**config.mk**
```make
export PLATFORM = sky130hd
export DESIGN_NAME = ticket_issuer
export DESIGN_NICKNAME = d
export VERILOG_FILES = /design/src/rtl/ticket_issuer_pkg.sv /design/src/rtl/req_fifo.sv /design/src/rtl/ticket_issuer.sv
export SDC_FILE = /design/constraint.sdc
export NUM_CORES = 1
export LEC_CHECK = 0
export CAP_MARGIN = 20
export CORE_AREA = 10 10 59 73
export CTS_CLUSTER_DIAMETER = 80
export DETAILED_ROUTE_END_ITERATION = 10
export DIE_AREA = 0 0 69 83
export PLACE_DENSITY = 0.78
export SYNTH_ARGS = -nofsm -noshare
export SYNTH_HDL_FRONTEND = slang
export SYNTH_SLANG_ARGS = --single-unit
```
**constraint.sdc**
```tcl
create_clock -name clk -period 2.25 [get_ports clk]
set_input_delay 0.3375 -clock clk [delete_from_list [all_inputs] [get_ports clk]]
set_output_delay 0.3375 -clock clk [all_outputs]
set_load 0.05 [all_outputs]
```
**src/rtl/ticket_issuer_pkg.sv**
```systemverilog
// Shared ticket/queue definitions: issue FSM encoding
// and ticket-number wrap helpers.
package ticket_issuer_pkg;

  typedef enum logic [1:0] {
    S_IDLE  = 2'd0,
    S_ISSUE = 2'd1,
    S_HOLD  = 2'd2
  } state_t;

  localparam int TKT_FIRST = 1;

  // Last ticket before wrapping back to TKT_FIRST
  function automatic int tkt_last(input int w);
    return (1 << w) - 1;
  endfunction

endpackage

```
**src/rtl/req_fifo.sv**
```systemverilog
// Request buffer: registered occupancy, head visible
// combinationally, push into a full buffer only alongside a pop.
module req_fifo
  import ticket_issuer_pkg::*;
#(
  parameter int W = 8,
  parameter int D = 2
) (
  input  logic                       clk,
  input  logic                       rst_n,
  input  logic                       push,
  input  logic                       pop,
  input  logic [W-1:0]               din,
  output logic [W-1:0]               dout,
  output logic [$clog2(D+1)-1:0]     cnt,
  output logic                       full,
  output logic                       empty
);

  localparam int AW = (D > 1) ? $clog2(D) : 1;
  localparam int CW = $clog2(D + 1);

  logic [W-1:0]  mem [D];
  logic [AW-1:0] rp;
  logic [AW-1:0] wp;
  logic          do_pop;
  logic          do_push;

  function automatic logic [AW-1:0] nxt(input logic [AW-1:0] p);
    return (p == AW'(D - 1)) ? '0 : p + 1'b1;
  endfunction

  assign empty   = (cnt == '0);
  assign full    = (cnt == CW'(D));
  assign do_pop  = pop && !empty;
  assign do_push = push && (!full || do_pop);
  assign dout    = mem[rp];

  always_ff @(posedge clk or posedge rst_n) begin
    if (rst_n) begin
      rp  <= '0;
      wp  <= '0;
      cnt <= '0;
    end else begin
      if (do_push) wp <= nxt(wp);
      if (do_pop)  rp <= nxt(rp);
      if (do_push && !do_pop)
        cnt <= cnt + 1'b1;
      else if (do_pop && !do_push)
        cnt <= cnt - 1'b1;
    end
  end

  always_ff @(posedge clk) begin
    if (do_push) mem[wp] <= din;
  end

endmodule

```
**src/rtl/ticket_issuer.sv**
```systemverilog
// Kiosk ticket issuer: numbers accepted requests, buffers
// them and paces one-cycle customer pulses with a hold gap.
module ticket_issuer
  import ticket_issuer_pkg::*;
#(
  parameter int DT_SZ = 4,
  parameter int QDEP  = 2,
  parameter int GAP   = 1
) (
  input  logic                      clk,
  input  logic                      rst_n,
  input  logic                      req,
  input  logic [DT_SZ-1:0]          req_time,
  input  logic                      issue_en,
  output logic                      out_valid,
  output logic [DT_SZ-1:0]          out_num,
  output logic [DT_SZ-1:0]          out_time,
  output logic [$clog2(QDEP+1)-1:0] pend_cnt,
  output logic                      rej,
  output logic                      ovf
);

  localparam int GW = (GAP > 1) ? $clog2(GAP) : 1;

  state_t               st;
  logic [GW-1:0]        hcnt;
  logic [DT_SZ-1:0]     tkt;
  logic [2*DT_SZ-1:0]   head;
  logic                 full;
  logic                 empty;
  logic                 good;
  logic                 pop;
  logic                 acc;

  assign good = req && (req_time != '0);
  // The issued entry stays at the head until ISSUE ends
  assign pop  = (st == S_ISSUE);
  assign acc  = good && (!full || pop);

  req_fifo #(
    .W (2 * DT_SZ),
    .D (QDEP)
  ) u_fifo (
    .clk   (clk),
    .rst_n (rst_n),
    .push  (acc),
    .pop   (pop),
    .din   ({tkt, req_time}),
    .dout  (head),
    .cnt   (pend_cnt),
    .full  (full),
    .empty (empty)
  );

  always_ff @(posedge clk or posedge rst_n) begin
    if (rst_n) begin
      st        <= S_IDLE;
      hcnt      <= '0;
      tkt       <= DT_SZ'(TKT_FIRST);
      out_valid <= 1'b0;
      out_num   <= '0;
      out_time  <= '0;
      rej       <= 1'b0;
      ovf       <= 1'b0;
    end else begin
      rej       <= req && !acc;
      out_valid <= 1'b0;
      out_num   <= '0;
      out_time  <= '0;
      if (good && full && !pop) ovf <= 1'b1;
      if (acc) begin
        if (int'(tkt) == tkt_last(DT_SZ))
          tkt <= DT_SZ'(TKT_FIRST);
        else
          tkt <= tkt + 1'b1;
      end
      unique case (st)
        S_IDLE: begin
          // Empty buffer: issue straight from the incoming request
          if (issue_en && (!empty || acc)) begin
            st        <= S_ISSUE;
            out_valid <= 1'b1;
            {out_num, out_time} <= empty ? {tkt, req_time} : head;
          end
        end
        S_ISSUE: begin
          hcnt <= '0;
          st   <= (GAP == 0) ? S_IDLE : S_HOLD;
        end
        S_HOLD: begin
          if (int'(hcnt) >= GAP - 1)
            st <= S_IDLE;
          else
            hcnt <= hcnt + 1'b1;
        end
        default: st <= S_IDLE;
      endcase
    end
  end

endmodule

```
==> impl_metrics.json <==
{
  "worstSetupPathType": "flop to output port",
  "crit-reg2reg-launch": "u_fifo.cnt[0]",
  "path_delay_family": "buffers and inverters",
  "synth-edff-count": 16,
  "syn_inst": 108,
  "slowest_stage": "clkdlybuf4s50_1",
  "syn2layout_area_growth_pct": 22.76,
  "nets": 151,
  "status": "finished, final reports clean",
  "clock-sinks": 37,
  "switchingPower_w": 0.001009,
  "drtIter0Drc": 35,
  "whs_ns": 0.3183,
  "num_rows": 22,
  "post-route-min-period_ns": 1.959,
  "fin_crit_sh": 0.8706,
  "p_int_w": 0.001541,
  "cp_num_buf_inv": 1,
  "synth.area.top_cells": "dfrtp_1 33%, edfxtp_1 32%, mux2_2 5.9%",
  "grt_pass1_vias": 1079,
  "diodes": 0,
  "powerDensity_mw_per_mm2": 1364,
  "arrival_ns": 1.62,
  "die_y_um": 83,
  "port-buffer-count": 20,
  "hold_buffers": 0,
  "grt_usage": 0.1129,
  "drive_above_1_share": 0.1972,
  "rrSetupSlack_ns": 0.50,
  "drc": 0,
  "tightest_slew_ns": 0.5752,
  "avgSynthCellArea_um2": 14.10,
  "grt_overflow_total": 0,
  "drt-pass1-iter-count": 5,
  "relSlewSlack": 0.6115,
  "cap_violations": 0,
  "worst_ir_drop_vdd_mv": 0.9715,
  "p_sw_frac": 0.3957,
  "routabilityCongestion": 0.7714,
  "yosysMostFrequentCell": "dfrtp_1",
  "fin_cells": 178,
  "slew_viol_final": 0,
  "fp.dieArea_mm2": 0.005727,
  "vias": 954,
  "antenna_found_initial": 0,
  "core-area_mm2": 0.002918,
  "syn_area_mm2": 0.001523,
  "r2r-end": "u_fifo.cnt[1]",
  "cp-start-kind": "flop",
  "hold_class": "input pin to async pin",
  "io-pin-count": 21,
  "insertion_delay_ns": 0.34,
  "avgRoutedWirePerCell_um": 16.98,
  "cts_setup_buffers": 0,
  "p_leak_nw": 0.7710,
  "synth_top_area_frac": 0.3287,
  "cts_buffer_depth": 2,
  "power_frac_comb": 0.422,
  "viasPerCell": 5.360,
  "dp_hpwl_um": 2230,
  "crit_fanout": 6,
  "fmaxAchievable_ghz": 0.5105,
  "final_hold_viol_count": 0,
  "cts_root_buf": "clkbuf_4",
  "crit_cells": 1,
  "ctsResizeCount": 0,
  "max_stage_delay_ns": 0.84,
  "clkPwrFrac": 0.129,
  "drtAntennaViolNets": 0,
  "p_seq_frac": 0.448,
  "yosysUniqueCellTypes": 30,
  "grt_first_pass_wirelength_um": 5313,
  "fin_tns_setup_ns": 0,
  "initial_core_util": 0.5219,
  "ys_seq_area_frac": 0.6615,
  "ys_warn_count": 0,
  "synth_ff_type": "dfrtp_1",
  "cts_buffers": 5,
  "crit_chain": "clkdlybuf4s50_1",
  "clkTransAtPathRegs_ns": 0.10,
  "reg2reg_depth": 6,
  "routed_wl_um": 3022,
  "die_w_um": 69,
  "synth_nets": 118,
  "final-setup-viol-count": 0,
  "required_ns": 1.91,
  "end_kind": "output port",
  "grt_start_max_net_pins": 22,
  "synth_commonest_cells": "20 x dfrtp_1, 16 x edfxtp_1, 11 x nand2_1",
  "ctsHtreeMaxLevel": 2,
  "dp.cells": 170,
  "rsz0062_at_grt": "no",
  "fin_skew_ns": 0.01128,
  "cts_tree": "yes",
  "synth.largest_area_cell": "dfrtp_1",
  "ys_ff_latch": 37,
  "async_flop_share": 0.5676
}
==> kinds of logic after synthesis <==
group                      after synthesis  synth area share
buffers and inverters                    5           0.01643
adders and majority gates                2           0.01643
muxes                                   14            0.1052
AOI/OAI and AO/OA                       14           0.07643
xor gates and xnor gates                 6           0.03451
DFF                                     37            0.6615
and+or+nand+nor                         30           0.08957
==> power by group through the flow <==
stage	sequential (W)	clock [W]	combinational, W
after floorplan	0.00134	0	0.000549
after global placement	0.00115	0	0.00106
after detailed placement	0.00116	0	0.00109
after CTS	0.00115	0.000336	0.00109
after global routing	0.00119	0.000364	0.00116
final	0.00114	0.000330	0.00108
==> worst max-delay path by stage <==
| stage | start | slack, ns | end |
|---|---|---|---|
| 4_1_cts | u_fifo.cnt[0] | 0.27 | pend_cnt[0] |
| 5_1_grt | u_fifo.cnt[0] | 0.20 | pend_cnt[0] |
| 3_3_place_gp | req_time[1] | 0.13 | u_fifo.cnt[1] |
| 2_1_floorplan | u_fifo.cnt[0] | 0.31 | u_fifo.cnt[1] |
| 3_5_place_dp | req_time[0] | 0.07 | u_fifo.cnt[1] |
| 6_report | u_fifo.cnt[0] | 0.29 | pend_cnt[0] |
==> layout by cell type, fill, tap and decap left out, types with 5 or more instances in the layout <==
cell type	instances
edfxtp_1	16
dfrtp_1	20
nor2_1	8
mux2_2	8
clkdlybuf4s50_1	20
clkbuf_4	5
nand3_1	5
buf_4	8
nand2_1	11
a21oi_1	6
==> per-stage QoR <==
step / power, W / setup slack [ns] / area, um^2 / util
after detailed placement: 0.002251 / 0.07295 / 1819 / 0.6235
after global placement: 0.002211 / 0.1344 / 1819 / 0.6235
after global routing: 0.002715 / 0.1983 / 1869 / 0.6407
after CTS: 0.002578 / 0.2730 / 1869 / 0.6407
after floorplan: 0.001890 / 0.3084 / 1523 / -
final: 0.002551 / 0.2911 / 1869 / 0.6407
==> layout make-up <==
class,count,area [um^2]
tap,36,45.04
fill,237,1049
multi-input combinational,66,490.5
sequential,37,1007
clock buffer,7,45.04
clock inverter,1,5.005
inverter,3,16.27
timing repair buffer,28,260.3
==> registers in the layout, summed over array words and instances, names as in the netlist <==
register,count
ovf,1
tkt,4
out_valid,1
rej,1
u_fifo.mem,16
st,2
u_fifo.cnt,2
out_time,4
u_fifo.wp,1
u_fifo.rp,1
out_num,4
==> routing by layer <==
metal	global-route usage	vias up	share of wire
met5	0	-	0
met1	0.1220	472	0.41
li1	-	454	-
met4	0.04936	0	0.022
met2	0.1860	22	0.51
met3	0.04881	6	0.064
(Power assumes the default switching activity.)
